<file path="config.mk">
export PLATFORM = sky130hd
export DESIGN_NAME = note_entry_ctrl
export DESIGN_NICKNAME = d
export VERILOG_FILES = /design/src/rtl/note_entry_ctrl.sv
export SDC_FILE = /design/constraint.sdc
export NUM_CORES = 1
export LEC_CHECK = 0
export ABC_AREA = 1
export CAP_MARGIN = 20
export CORE_MARGIN = 4
export CORE_UTILIZATION = 60
export CTS_BUF_LIST = sky130_fd_sc_hd__clkbuf_16
export DETAILED_ROUTE_END_ITERATION = 8
export PLACE_DENSITY = 0.78
export SLEW_MARGIN = 20
export SYNTH_ARGS = -nofsm -noshare
export SYNTH_HDL_FRONTEND = slang
export SYNTH_SLANG_ARGS = --single-unit
export TNS_END_PERCENT = 20
</file>
<file path="constraint.sdc">
create_clock -name clk -period 3.24 [get_ports clk]
set_input_delay 0.648 -clock clk [delete_from_list [all_inputs] [get_ports clk]]
set_output_delay 0.648 -clock clk [all_outputs]
set_load 0.02 [all_outputs]
</file>
<file path="src/rtl/note_entry_ctrl.sv">
// note_entry_ctrl: debounced note/octave entry for the glyph drawer.
// Emits a throttled ld_note strobe and walks a slot grid on screen.
module note_entry_ctrl #(
  parameter int DEBOUNCE = 50000,
  parameter int HOLD     = 1024,
  parameter int X0       = 4,
  parameter int Y0       = 4,
  parameter int SLOT_W   = 36,
  parameter int SLOT_H   = 16,
  parameter int COLS     = 4,
  parameter int ROWS     = 7
) (
  input  logic        clk,
  input  logic        resetn,
  input  logic [11:0] key_note,
  input  logic        oct_up,
  input  logic        oct_down,
  input  logic [2:0]  colour_sw,
  output logic [3:0]  note,
  output logic [1:0]  octave,
  output logic        ld_note,
  output logic [7:0]  x,
  output logic [6:0]  y,
  output logic [2:0]  colour_in,
  output logic        busy
);

  localparam int DW = $clog2(DEBOUNCE + 1);
  localparam int HW = $clog2(HOLD + 1);
  localparam int CW = $clog2(COLS + 1);
  localparam int RW = $clog2(ROWS + 1);

  localparam logic [DW-1:0] DB_LAST   = DW'(DEBOUNCE - 1);
  localparam logic [HW-1:0] HOLD_LAST = HW'(HOLD - 1);
  localparam logic [CW-1:0] COL_LAST  = CW'(COLS - 1);
  localparam logic [RW-1:0] ROW_LAST  = RW'(ROWS - 1);

  localparam int X_MAX = X0 + (COLS - 1) * SLOT_W + 35;
  localparam int Y_MAX = Y0 + (ROWS - 1) * SLOT_H + 11;

  typedef enum logic [2:0] {
    S_IDLE,
    S_LOAD,
    S_PULSE,
    S_HOLD,
    S_ADV
  } state_t;

  state_t        state;
  logic [13:0]   raw;
  logic [13:0]   sync1;
  logic [13:0]   sync2;
  logic [13:0]   db;
  logic [13:0]   db_prev;
  logic [13:0]   rise;
  logic [DW-1:0] cnt [14];
  logic [2:0]    col_s1;
  logic [2:0]    col_s2;
  logic [1:0]    oct_sel;
  logic          armed;
  logic [CW-1:0] col;
  logic [RW-1:0] row;
  logic [HW-1:0] hold_cnt;
  logic          key_any;
  logic [3:0]    key_idx;
  logic [7:0]    x_slot;
  logic [6:0]    y_slot;

  assign raw  = {oct_down, oct_up, key_note};
  assign rise = db & ~db_prev;

  // two-flop synchronizers for buttons and colour switches
  always_ff @(posedge clk or negedge resetn) begin
    if (!resetn) begin
      sync1   <= '0;
      sync2   <= '0;
      col_s1  <= '0;
      col_s2  <= '0;
      db_prev <= '0;
    end else begin
      sync1   <= raw;
      sync2   <= sync1;
      col_s1  <= colour_sw;
      col_s2  <= col_s1;
      db_prev <= db;
    end
  end

  // per-button debounce: level flips after DEBOUNCE stable cycles
  always_ff @(posedge clk or negedge resetn) begin
    if (!resetn) begin
      db <= '0;
      for (int i = 0; i < 14; i++) cnt[i] <= '0;
    end else begin
      for (int i = 0; i < 14; i++) begin
        if (sync2[i] == db[i]) begin
          cnt[i] <= '0;
        end else if (cnt[i] == DB_LAST) begin
          cnt[i] <= '0;
          db[i]  <= sync2[i];
        end else begin
          cnt[i] <= cnt[i] + DW'(1);
        end
      end
    end
  end

  // lowest pressed key wins; slot origin from grid position
  always_comb begin
    key_any = |db[11:0];
    key_idx = '0;
    for (int i = 11; i >= 0; i--) begin
      if (db[i]) key_idx = 4'(i);
    end
    x_slot = 8'(X0 + int'(col) * SLOT_W);
    y_slot = 7'(Y0 + int'(row) * SLOT_H);
  end

  // saturating octave selector, simultaneous up/down cancels
  always_ff @(posedge clk or negedge resetn) begin
    if (!resetn) begin
      oct_sel <= '0;
    end else if (rise[12] && !rise[13]) begin
      if (oct_sel != 2'd3) oct_sel <= oct_sel + 2'd1;
    end else if (rise[13] && !rise[12]) begin
      if (oct_sel != 2'd0) oct_sel <= oct_sel - 2'd1;
    end
  end

  // accept / load / strobe / hold / advance sequencer
  always_ff @(posedge clk or negedge resetn) begin
    if (!resetn) begin
      state     <= S_IDLE;
      armed     <= 1'b1;
      col       <= '0;
      row       <= '0;
      hold_cnt  <= '0;
      note      <= '0;
      octave    <= '0;
      ld_note   <= 1'b0;
      x         <= 8'(X0);
      y         <= 7'(Y0);
      colour_in <= '0;
      busy      <= 1'b0;
    end else begin
      unique case (state)
        S_IDLE: begin
          if (armed && key_any) begin
            armed     <= 1'b0;
            note      <= key_idx + 4'd1;
            octave    <= oct_sel;
            colour_in <= col_s2;
            x         <= x_slot;
            y         <= y_slot;
            busy      <= 1'b1;
            state     <= S_LOAD;
          end else if (!key_any) begin
            armed <= 1'b1;
          end
        end
        S_LOAD: begin
          ld_note <= 1'b1;
          state   <= S_PULSE;
        end
        S_PULSE: begin
          ld_note  <= 1'b0;
          hold_cnt <= '0;
          state    <= S_HOLD;
        end
        S_HOLD: begin
          if (hold_cnt == HOLD_LAST) begin
            state <= S_ADV;
          end else begin
            hold_cnt <= hold_cnt + HW'(1);
          end
        end
        S_ADV: begin
          if (col == COL_LAST) begin
            col <= '0;
            if (row == ROW_LAST) row <= '0;
            else row <= row + RW'(1);
          end else begin
            col <= col + CW'(1);
          end
          busy  <= 1'b0;
          state <= S_IDLE;
        end
        default: state <= S_IDLE;
      endcase
    end
  end

  // grid must fit the 160x120 frame
  always @(posedge clk) begin
    assert (X_MAX <= 159 && Y_MAX <= 119)
      else $error("slot grid exceeds frame");
  end

endmodule
</file>
==> results.sh <==
export IMPL_status="finished, final reports clean"
export IMPL_postCtsResizedCells=0
export IMPL_comb_power_share_pct=3.3
export IMPL_critPathTopFamily="buffers and inverters"
export IMPL_end_kind="primary output"
export IMPL_ys_warn_count=0
export IMPL_async_flop_share_pct=100
export IMPL_grt_pass1_vias=11972
export IMPL_num_vias=12032
export IMPL_cts_sinks=317
export IMPL_max_freq_ghz=0.441
export IMPL_post_drt_wl_per_cell_um=13.7
export IMPL_p_int_w=0.00649
export IMPL_slew_headroom_pct=49.2
export IMPL_hold_viol=0
export IMPL_grt_first_pass_wirelength_mm=53.3
export IMPL_drv_slew=0
export IMPL_whs_ps=174
export IMPL_avgSynthCellArea_um2=8.59
export IMPL_areaGrowthSynthToFinish_pct=12.9
export IMPL_synth_top_area_cell="dfrtp_1"
export IMPL_grt_start_max_net_pins=92
export IMPL_period_share_pct=70.0
export IMPL_power_density_nw_per_um2=477
export IMPL_holdCritPathClass="in2async"
export IMPL_io_pins=45
export IMPL_cts_tree="done"
export IMPL_synthTopCellsByArea="dfrtp_1 51%, nand2_1 7.3%, inv_1 6.3%"
export IMPL_overflow=0
export IMPL_coreArea_um2=25200
export IMPL_drc_errors=0
export IMPL_htreeDepth=2
export IMPL_final_cell_mix="315 x dfrtp_1, 301 x nand2_1, 261 x inv_1"
export IMPL_cts_root_buf="clkbuf_16"
export IMPL_yosysSeqAreaShare_pct=51.6
export IMPL_power_share_switching_pct=21.6
export IMPL_start_util_pct=61.1
export IMPL_ys_types=47
export IMPL_synth_edf_count=0
export IMPL_nets=1903
export IMPL_wirelength_mm=30.5
export IMPL_ir_drop_uv=469
export IMPL_syn_area_um2=15400
export IMPL_rsz0062_at_grt="no"
export IMPL_critPathMaxStageDelay_ps=590
export IMPL_floorplan_die_area_um2=28300
export IMPL_drt_pass1_iterations=5
export IMPL_hold_buffers=0
export IMPL_tightest_slew_ps=761
export IMPL_hpwlAfterDp_mm=21.6
export IMPL_finalSetupTns_ps=0
export IMPL_antenna_found_initial=0
export IMPL_cp_start_kind="register"
export IMPL_clockPowerShare_pct=47.6
export IMPL_ys_ff_latch=317
export IMPL_timing_final_crit_period_ps=2270
export IMPL_diodes=0
export IMPL_cp_max_fo=2
export IMPL_cts_buffers=34
export IMPL_die_h_um=168
export IMPL_sequentialPowerShare_pct=49.1
export IMPL_via_per_inst=5.42
export IMPL_rows=58
export IMPL_worstSkewPairLatency_ps=500
export IMPL_layout_commonest_cell="dfrtp_1"
export IMPL_numPortBuffers=38
export IMPL_drt_iter0_drc=754
export IMPL_cp_required_ps=2590
export IMPL_finClkSkew_ps=10.2
export IMPL_finalSetupViolCount=0
export IMPL_clockBufferDepth=3
export IMPL_worstPathArrival_ps=1620
export IMPL_synthFlopType="dfrtp_1"
export IMPL_track_usage_pct=21.9
export IMPL_syn_instance_count=1792
export IMPL_synth_top_cell_area_share_pct=51.2
export IMPL_critPathBufInv=1
export IMPL_cap_violations=0
export IMPL_path_clk_slew_ps=60
export IMPL_leakage_nw=7.56
export IMPL_gp_congestion=0.896
export IMPL_crit_chain="clkdlybuf4s50_1"
export IMPL_path_class="reg2out"
export IMPL_post_cts_buffers=0
export IMPL_die_w_um=168
export IMPL_drive_gt1_share_pct=8.15
export IMPL_cpMaxStageDelayCell="clkdlybuf4s50_1"
export IMPL_p_switching_w=0.00179
export IMPL_ant_nets=0
-- power groups by stage --
stage / clock network, W / logic, W / registers, W
finish: 0.00394 / 0.000273 / 0.00407
global route: 0.00419 / 0.000320 / 0.00407
CTS: 0.00402 / 0.000283 / 0.00407
detailed placement: 0 / 0.000278 / 0.00414
global placement: 0 / 0.000271 / 0.00413
floorplan: 0 / 0.000132 / 0.00413
-- worst register-to-register path: cells and delay by family (launching register included) --
kind,cells,cell delay (ps)
AND/OR/NAND/NOR,6,710
buffers and inverters,2,620
flip-flops,1,410
AO/OA/AOI/OAI,1,110
-- registers in the layout (all words and copies together) (netlist names), 4 cells and up --
name	flops
cnt	224
hold_cnt	11
x	6
note	4
sync1	14
db	14
sync2	14
-- cells in the mapped netlist, drive strengths merged, types with 2 or more instances --
master and count:
nor4 44, nor3b 32, nand4 51, ha 19, o21ai 61, xnor2 13
a21oi 88, xor2 61, o22ai 4, or2 18, nand3b 3, o21a 13
o21bai 4, nor2 253, dfrtp 315, inv 261, buf 12, nand3 111
mux2 14, nand2 310, nor3 91, conb 2, clkbuf 2, o31ai 2
dfstp 2
-- metal layers --
metal | global-route usage, % | wire, um | part of all wire (%) | vias to the layer above
met2 | 37.6 | 14700 | 48 | 219
met1 | 29.1 | 13900 | 46 | 5754
met4 | 6.39 | 712 | 2.3 | 0
met5 | 0 | 0 | 0 | -
li1 | - | - | - | 6000
met3 | 3.38 | 1120 | 3.7 | 59
-- path summary, 6_finish.rpt --
path                            cells after the start         to      from  slack, ps
worst max-delay path                                1       x[2]      x[2]        970
worst min-delay path                                1    cnt[61]    resetn        170
worst max register to register                      9  octave[0]    db[11]       1310
worst min register to register                      0   sync2[8]  sync1[8]        350
max in group asynchronous                           2    cnt[23]    resetn       2230
min in group clk                                    0   sync2[8]  sync1[8]        350
-- area by class of cell --
class                   count  area [um^2]
flip-flops and latches    317         7940
fillers                  1931         7810
multi-input cells        1204         6400
inverters                 261          980
clock buffers              37          926
repair buffers             47          490
well taps                 330          413
clock inverters            24          223
-- through the flow --
stage          power [W]  utilization [%]  area, um^2  setup WS, ps  std cells
3_5_place_dp     0.00442             64.4       16200          1260       2159
5_1_grt          0.00858             69.0       17400           922       2220
3_3_place_gp     0.00440             64.4       16200          1330       2159
6_report         0.00828             69.0       17400           971       2220
4_1_cts          0.00837             69.0       17400           946       2220
2_1_floorplan    0.00426                -       15400          1650       1796
-- cells by family after synthesis --
family                   count (synthesis)  share of synthesized area [%]
AO/OA/AOI/OAI                          176                           6.14
XOR/XNOR                                74                           4.21
adder cells (fa/ha/maj)                 19                           1.54
buffers and inverters                  275                           6.94
flip-flops                             317                           51.6
multiplexers                            14                           1.02
other                                    2                         0.0488
AND/OR/NAND/NOR                        915                           28.5
No activity file was read; power rests on OpenSTA's default activity.
